===== config.mk =====
export PLATFORM = sky130hd
export DESIGN_NAME = fifo_wr_arbiter_flat
export DESIGN_NICKNAME = d
export VERILOG_FILES = /design/src/rtl/fifo_wr_arbiter_if.sv /design/src/rtl/fifo_wr_arbiter.sv /design/src/flat_wrapper.sv
export SDC_FILE = /design/constraint.sdc
export NUM_CORES = 1
export LEC_CHECK = 0
export CELL_PAD_IN_SITES_DETAIL_PLACEMENT = 1
export CELL_PAD_IN_SITES_GLOBAL_PLACEMENT = 1
export CORE_MARGIN = 2
export CORE_UTILIZATION = 21
export DETAILED_ROUTE_END_ITERATION = 7
export PLACE_DENSITY_LB_ADDON = 0.12
export SETUP_SLACK_MARGIN = 0.02
export SLEW_MARGIN = 20
export SYNTH_ARGS = -nofsm -noshare
export SYNTH_HDL_FRONTEND = slang
export SYNTH_SLANG_ARGS = --single-unit
export TNS_END_PERCENT = 20

===== constraint.sdc =====
create_clock -name arb_clk -period 1.5 [get_ports arb_clk]
set_input_delay 0.225 -clock arb_clk [delete_from_list [all_inputs] [get_ports arb_clk]]
set_output_delay 0.225 -clock arb_clk [all_outputs]
set_load 0.01 [all_outputs]

===== src/rtl/fifo_wr_arbiter_if.sv =====
// Producer/FIFO-side signal bundle for fifo_wr_arbiter.
// The master modport is the arbiter's view; slave is the producers/FIFO/environment side.
interface fifo_wr_arbiter_if #(
  parameter int unsigned NUM_REQ = 4,
  parameter int unsigned WIDTH   = 16
);
  logic [NUM_REQ-1:0]       req_valid;
  logic [NUM_REQ*WIDTH-1:0] req_data;
  logic [NUM_REQ-1:0]       req_ready;
  logic                     fifo_full;
  logic                     fifo_we;
  logic signed [WIDTH-1:0]  fifo_in;
  logic [NUM_REQ-1:0]       grant;
  logic                     busy;

  modport master (
    input  req_valid, req_data, fifo_full,
    output req_ready, fifo_we, fifo_in, grant, busy
  );

  modport slave (
    output req_valid, req_data, fifo_full,
    input  req_ready, fifo_we, fifo_in, grant, busy
  );
endinterface


===== src/rtl/fifo_wr_arbiter.sv =====
// Round-robin arbiter sharing one FIFO write port among NUM_REQ valid/ready producers,
// granting bursts of up to BURST_LEN words with a one-cycle idle gap between grants.
module fifo_wr_arbiter #(
  parameter int unsigned NUM_REQ   = 4,
  parameter int unsigned WIDTH     = 16,
  parameter int unsigned BURST_LEN = 8
) (
  input logic               arb_clk,
  input logic               arb_rst_n,
  fifo_wr_arbiter_if.master bus
);
  localparam int unsigned PtrW = $clog2(NUM_REQ);
  localparam int unsigned CntW = (BURST_LEN > 1) ? $clog2(BURST_LEN) : 1;

  typedef enum logic [0:0] {StIdle, StGrant} state_e;

  state_e             state_q, state_d;
  logic [NUM_REQ-1:0] grant_q, grant_d;
  logic [PtrW-1:0]    rr_ptr_q, rr_ptr_d;
  logic [CntW-1:0]    burst_cnt_q, burst_cnt_d;

  logic [PtrW-1:0] owner;
  logic [PtrW-1:0] pick;
  logic [PtrW-1:0] scan;
  logic            pick_vld;
  logic            last_word;

  always_comb begin
    owner = '0;
    for (int unsigned i = 0; i < NUM_REQ; i++) begin
      if (grant_q[i]) owner = PtrW'(i);
    end
  end

  // Scan rr_ptr, rr_ptr+1, ... with wrap; the first valid requester wins.
  always_comb begin
    pick     = '0;
    pick_vld = 1'b0;
    scan     = '0;
    for (int unsigned k = 0; k < NUM_REQ; k++) begin
      scan = PtrW'((32'(rr_ptr_q) + k) % NUM_REQ);
      if (!pick_vld && bus.req_valid[scan]) begin
        pick     = scan;
        pick_vld = 1'b1;
      end
    end
  end

  // Outputs decode from registered state so reset clears them immediately.
  always_comb begin
    bus.req_ready = '0;
    bus.fifo_we   = 1'b0;
    bus.fifo_in   = '0;
    if (state_q == StGrant) begin
      bus.req_ready[owner] = !bus.fifo_full;
      bus.fifo_we          = bus.req_valid[owner] && !bus.fifo_full;
      bus.fifo_in          = bus.req_data[owner*WIDTH +: WIDTH];
    end
  end

  assign bus.grant = grant_q;
  assign bus.busy  = (state_q == StGrant);

  assign last_word = (burst_cnt_q == CntW'(BURST_LEN - 1));

  always_comb begin
    state_d     = state_q;
    grant_d     = grant_q;
    rr_ptr_d    = rr_ptr_q;
    burst_cnt_d = burst_cnt_q;
    case (state_q)
      StIdle: begin
        if (pick_vld) begin
          state_d       = StGrant;
          grant_d       = '0;
          grant_d[pick] = 1'b1;
          burst_cnt_d   = '0;
        end
      end
      StGrant: begin
        // A dropped valid forfeits the rest of the burst; a full FIFO simply stalls.
        if (!bus.req_valid[owner] || (!bus.fifo_full && last_word)) begin
          state_d     = StIdle;
          grant_d     = '0;
          burst_cnt_d = '0;
          rr_ptr_d    = (owner == PtrW'(NUM_REQ - 1)) ? '0 : owner + 1'b1;
        end else if (!bus.fifo_full) begin
          burst_cnt_d = burst_cnt_q + 1'b1;
        end
      end
      default: state_d = StIdle;
    endcase
  end

  always_ff @(posedge arb_clk or negedge arb_rst_n) begin
    if (!arb_rst_n) begin
      state_q     <= StIdle;
      grant_q     <= '0;
      rr_ptr_q    <= '0;
      burst_cnt_q <= '0;
    end else begin
      state_q     <= state_d;
      grant_q     <= grant_d;
      rr_ptr_q    <= rr_ptr_d;
      burst_cnt_q <= burst_cnt_d;
    end
  end
endmodule


===== src/flat_wrapper.sv =====
// flat-port wrapper written by rule: the top's interface ports become plain ports
module fifo_wr_arbiter_flat 
#(
  parameter int unsigned NUM_REQ   = 4,
  parameter int unsigned WIDTH     = 16,
  parameter int unsigned BURST_LEN = 8
)
  (arb_clk, arb_rst_n, bus_req_valid, bus_req_data, bus_fifo_full, bus_req_ready, bus_fifo_we, bus_fifo_in, bus_grant, bus_busy);
  fifo_wr_arbiter_if #(.NUM_REQ(NUM_REQ), .WIDTH(WIDTH)) bus_i ();
  input logic arb_clk;
  input logic arb_rst_n;
  input wire logic [$bits(bus_i.req_valid)-1:0] bus_req_valid;
  input wire logic [$bits(bus_i.req_data)-1:0] bus_req_data;
  input wire logic [$bits(bus_i.fifo_full)-1:0] bus_fifo_full;
  output wire logic [$bits(bus_i.req_ready)-1:0] bus_req_ready;
  output wire logic [$bits(bus_i.fifo_we)-1:0] bus_fifo_we;
  output wire logic [$bits(bus_i.fifo_in)-1:0] bus_fifo_in;
  output wire logic [$bits(bus_i.grant)-1:0] bus_grant;
  output wire logic [$bits(bus_i.busy)-1:0] bus_busy;
  assign bus_i.req_valid = bus_req_valid;
  assign bus_i.req_data = bus_req_data;
  assign bus_i.fifo_full = bus_fifo_full;
  assign bus_req_ready = bus_i.req_ready;
  assign bus_fifo_we = bus_i.fifo_we;
  assign bus_fifo_in = bus_i.fifo_in;
  assign bus_grant = bus_i.grant;
  assign bus_busy = bus_i.busy;
  fifo_wr_arbiter #(.NUM_REQ(NUM_REQ), .WIDTH(WIDTH), .BURST_LEN(BURST_LEN)) u_core (.arb_clk(arb_clk), .arb_rst_n(arb_rst_n), .bus(bus_i));
endmodule

==> impl_summary.md <==
Setup path
The largest stage delay on the critical path is 0.43 ns. The slowest stage of the critical path belongs to the cell sky130_fd_sc_hd__dfrtp_2. In this design, the critical path's most frequently occurring cell is sky130_fd_sc_hd__mux2i_1. In this run the worst setup path begins at u_core.bus.grant[1]$_DFFE_PN0P_. The worst setup path is of the reg -> out kind. The end point of the critical path is bus_fifo_in[1]. Counting buffers and inverters, the worst setup path is 7 cells deep.

The signal arrival time at the worst endpoint is 1.54 ns. In this design, the largest share of critical-path delay is due to flip-flops. Traced cell by cell, the critical path runs through buf_12 > buf_8 > mux2i_1 > o21ai_1 > mux2i_1 > nor2b_1 > buf_2. The register-to-register path setup slack is -0.25 ns. The depth of the worst register-to-register path is 6. In this run the critical register-to-register path is captured at u_core.rr_ptr_q[0]$_DFFE_PN0P_. The highest fanout seen on the critical path is 4. The number of buffers and inverters on the critical path is 3. The sort of element at the start of the critical path is a flop. The worst path required time is 1.27 ns. The kind of capture point of the worst setup path is a primary output. The launch point of the worst reg-to-reg path is u_core.bus.grant[1]$_DFFE_PN0P_.

Clock tree
Clock-pin slew was measured on the worst setup and hold paths at 0.05 ns. The cell sitting at the root of the clock tree is a sky130_fd_sc_hd__clkbuf_8. The number of clock buffers added by TritonCTS is 3. Clock tree synthesis found a total of 10 sinks. The clock latency on the worst-skew pair is 0.24 ns. The number of H-tree levels is 1.

In this run the deepest clock path goes through 2 buffers. The total of hold buffers inserted after clock tree synthesis is 0. TritonCTS built the clock tree.

Cells and area
The final-stage net count is 360. Summing all multi-input logic gate instances after layout gives 0.00103 mm². Cells with a size suffix above 1 make up 27.0% of the layout. The antenna diode count is 0.

For this run, the number of standard cells in the final layout without fillers is 357. The fill cell instance count of the final layout is 731. The cell area after layout is 0.00262 mm². The area growth from synthesis to layout is 97.5%. The footprint of the flip-flops and latches is 254 µm².

Synthesis
Among all flip-flop cells after synthesis, the most frequent one is sky130_fd_sc_hd__dfrtp_1. The post-synthesis area per instance is 8.38 µm². The net count after synthesis is 234. The post-synthesis instance area is 0.00132 mm².

The part of the Yosys area used for sequential elements is 18.9%. The proportion of synthesized flip-flops having asynchronous set or reset is 100%. After synthesis, the cell types taking the most area are sky130_fd_sc_hd__mux2i_1 26%, sky130_fd_sc_hd__dfrtp_1 19%, sky130_fd_sc_hd__nor2b_1 9.0%. In the post-synthesis netlist, the cell with the most instances is sky130_fd_sc_hd__mux2i_1. The top cell type's share of synthesized area is 25.7%. The synthesized netlist devotes 19.9% of its cell area to compound gates.

The portion of synthesized area spent on multiplexers is 26.6%. The post-synthesis share of cell area spent on and, or, nand and nor gates is 22.4%. The synthesized netlist devotes 4.73% of its cell area to adder and majority cells. The synthesized netlist devotes 0% of its cell area to XOR and XNOR gates.

The Yosys step of the flow raised 0 warnings. By area, the combinational part of the netlist is dominated by multiplexers. Of all cell types, the one taking the most synthesized area is sky130_fd_sc_hd__mux2i_1.

Counting distinct cell types in the post-synthesis netlist gives 34. The synthesized netlist cell count is 158. Counting flops with a built-in enable in the synthesized netlist gives 0. The flop and latch count out of synthesis is 10. Sorting the synthesized cells by how often they occur yields 34 x sky130_fd_sc_hd__mux2i_1, 19 x sky130_fd_sc_hd__nor2b_1, 18 x sky130_fd_sc_hd__o21ai_0, 17 x sky130_fd_sc_hd__nand2_1, 10 x sky130_fd_sc_hd__dfrtp_1.

Routing
For this run, the detailed router's first-pass iteration total came to 4. For this block, the initial DRC count from the detailed router was 19. For this run, design rule violations remaining after detail routing come to 0. Dividing the detail-routed via count by the number of cells gives 4.60. Once detail routing completed, the nets flagged for antenna violations numbered 0.

After detailed routing, the average wire length per cell comes to 16.0 µm. The total vias in the final route is 1643. The total routed wirelength is 5.71 mm.

Global route
The first global-routing pass estimated 9.12 mm of wire. The number of antenna violations at the first check in global routing is 0. The via count of the first global-routing pass is 1725. The largest net degree at the start of global routing is 35. Global routing consumed, over all layers together, 16.1% of the routing resources. The residual overflow from global routing is 0.

STA
In the finished design, the share of the clock period the worst path needs comes to 118%. The number of max-slew violations in the final report is 0. On the final layout, the worst clock skew is 0.00356 ns. The worst path setup slack after routing is -0.264 ns.

In this run the tightest slew margin relative to its limit is 65.5%. The final-report setup violation count is 29. The minimum period implied by the final worst setup slack is 1.76 ns.

The maximum achievable frequency is 0.567 GHz. Setup repair after global routing could not meet its margin everywhere. The final hold violation count came to 0.

Across all hold checks on the routed design, the worst slack comes to 0.323 ns. The slew at the pin closest to its max-slew limit is 0.516 ns.

Die
The site row count is 28. In this run the horizontal extent of the chip is 83.4 µm. The die covers 0.00695 mm². The number of I/O pins is 97. The initial core utilization is 22.1%. The vertical die dimension is 83.4 µm.

The core region is 0.00599 mm².

Hold path
The path type of the worst min-delay path is in -> async.

Place
The congestion estimate from routability-driven global placement came to 0.734. In this run the cell area measured after placement is 0.00253 mm². Once detailed placement completed, the half-perimeter wirelength came to 4.51 mm. The count of port buffers added during placement is 96. The total placed cells including tap cells is 348.

Pwr
The analysis attributes to cell leakage a power of 1.11 nW. IR analysis of the VDD net gives a maximum drop of 0.000775 V. Dividing total power by cell area gives a power density of 1600 mW/mm². The total chip power is 0.00418 W.

Run status
The checks that failed: negative setup slack. The run finished, with violations left.

Run
The tool flagged a number of max-cap violations equal to 0.
-- sequential cells by signal (all words and copies together), names as in the netlist --
register	cells
u_core.bus.grant	4
u_core.rr_ptr_q	2
u_core.burst_cnt_q	3
u_core.bus.busy	1
-- how the worst min path moves through the flow --
stage / start / slack (ns) / to / cells after the start
2_1_floorplan: arb_rst_n / -0.07 / u_core.burst_cnt_q[0]$_DFFE_PN0P_ / 0
3_3_place_gp: u_core.burst_cnt_q[2]$_DFFE_PN0P_ / 0.49 / u_core.burst_cnt_q[2]$_DFFE_PN0P_ / 1
3_5_place_dp: u_core.burst_cnt_q[2]$_DFFE_PN0P_ / 0.50 / u_core.burst_cnt_q[2]$_DFFE_PN0P_ / 1
4_1_cts: arb_rst_n / 0.35 / u_core.bus.grant[0]$_DFFE_PN0P_ / 1
5_1_grt: arb_rst_n / 0.37 / u_core.bus.grant[0]$_DFFE_PN0P_ / 1
6_report: arb_rst_n / 0.32 / u_core.bus.grant[0]$_DFFE_PN0P_ / 1
-- layout make-up --
class                      instances  share of cell area, %
timing repair buffer             131                   44.9
sequential                        10                   9.71
multi-input combinational        132                   39.4
tap                               75                   3.59
inverter                           6                  0.861
clock buffer                       3                   1.58
-- routing by layer --
metal,part of all wire (%),GRT usage [%],wire length [µm]
met1,43,20.2,2450
met3,5.7,3.48,323
met2,51,28.2,2900
met5,0,0,0
met4,0.70,3.13,40
-- logic make-up (layout without fill, tap and decap cells) --
| family | after synthesis | in the layout |
|---|---|---|
| compound gates | 37 | 37 |
| flops | 10 | 10 |
| buf+inv | 16 | 140 |
| mux | 35 | 35 |
| fa+ha+maj | 5 | 5 |
| simple gates | 55 | 55 |
-- what timing repair did --
action | CTS | global route
setup endpoints to repair | 34 | 33
resized for setup | 115 | 18
buffers inserted | 5 | 1
pin swaps | 5 | 4
-- cell usage in the layout, fill, tap and decap left out, types with 2 or more instances in the layout --
cell,n
sky130_fd_sc_hd__nand2_1,17
sky130_fd_sc_hd__dfrtp_1,7
sky130_fd_sc_hd__ha_2,2
sky130_fd_sc_hd__nor2b_1,18
sky130_fd_sc_hd__nand2b_1,3
sky130_fd_sc_hd__o21ai_1,16
sky130_fd_sc_hd__a22o_1,2
sky130_fd_sc_hd__buf_2,21
sky130_fd_sc_hd__dlygate4sd2_1,2
sky130_fd_sc_hd__o21ai_0,2
sky130_fd_sc_hd__inv_2,2
sky130_fd_sc_hd__a21o_1,2
sky130_fd_sc_hd__nor2_1,4
sky130_fd_sc_hd__buf_6,4
sky130_fd_sc_hd__a221o_1,2
sky130_fd_sc_hd__inv_1,4
sky130_fd_sc_hd__buf_4,27
sky130_fd_sc_hd__buf_12,3
sky130_fd_sc_hd__and2_1,4
sky130_fd_sc_hd__clkbuf_8,3
sky130_fd_sc_hd__a32o_1,4
sky130_fd_sc_hd__a31o_2,2
sky130_fd_sc_hd__ha_1,3
sky130_fd_sc_hd__clkdlybuf4s50_1,70
sky130_fd_sc_hd__mux2i_1,34
sky130_fd_sc_hd__dfrtp_2,3
-- per-stage QoR --
stage / TNS, ns / util [%] / setup slack [ns]
finish: -6.23 / 43.7 / -0.264
global route: -8.71 / 43.7 / -0.374
CTS: -6.79 / 42.9 / -0.299
global placement: -11.21 / 42.3 / -0.544
detailed placement: -12.08 / 42.3 / -0.562
floorplan: -0.299 / - / -0.149
-- power breakdown --
part / internal [W] / switching, W
Combinational: 0.00181 / 0.00155
Clock: 0.000177 / 0.000118
Sequential: 0.000380 / 0.000134
Total: 0.00237 / 0.00181
(Power assumes the default switching activity.)
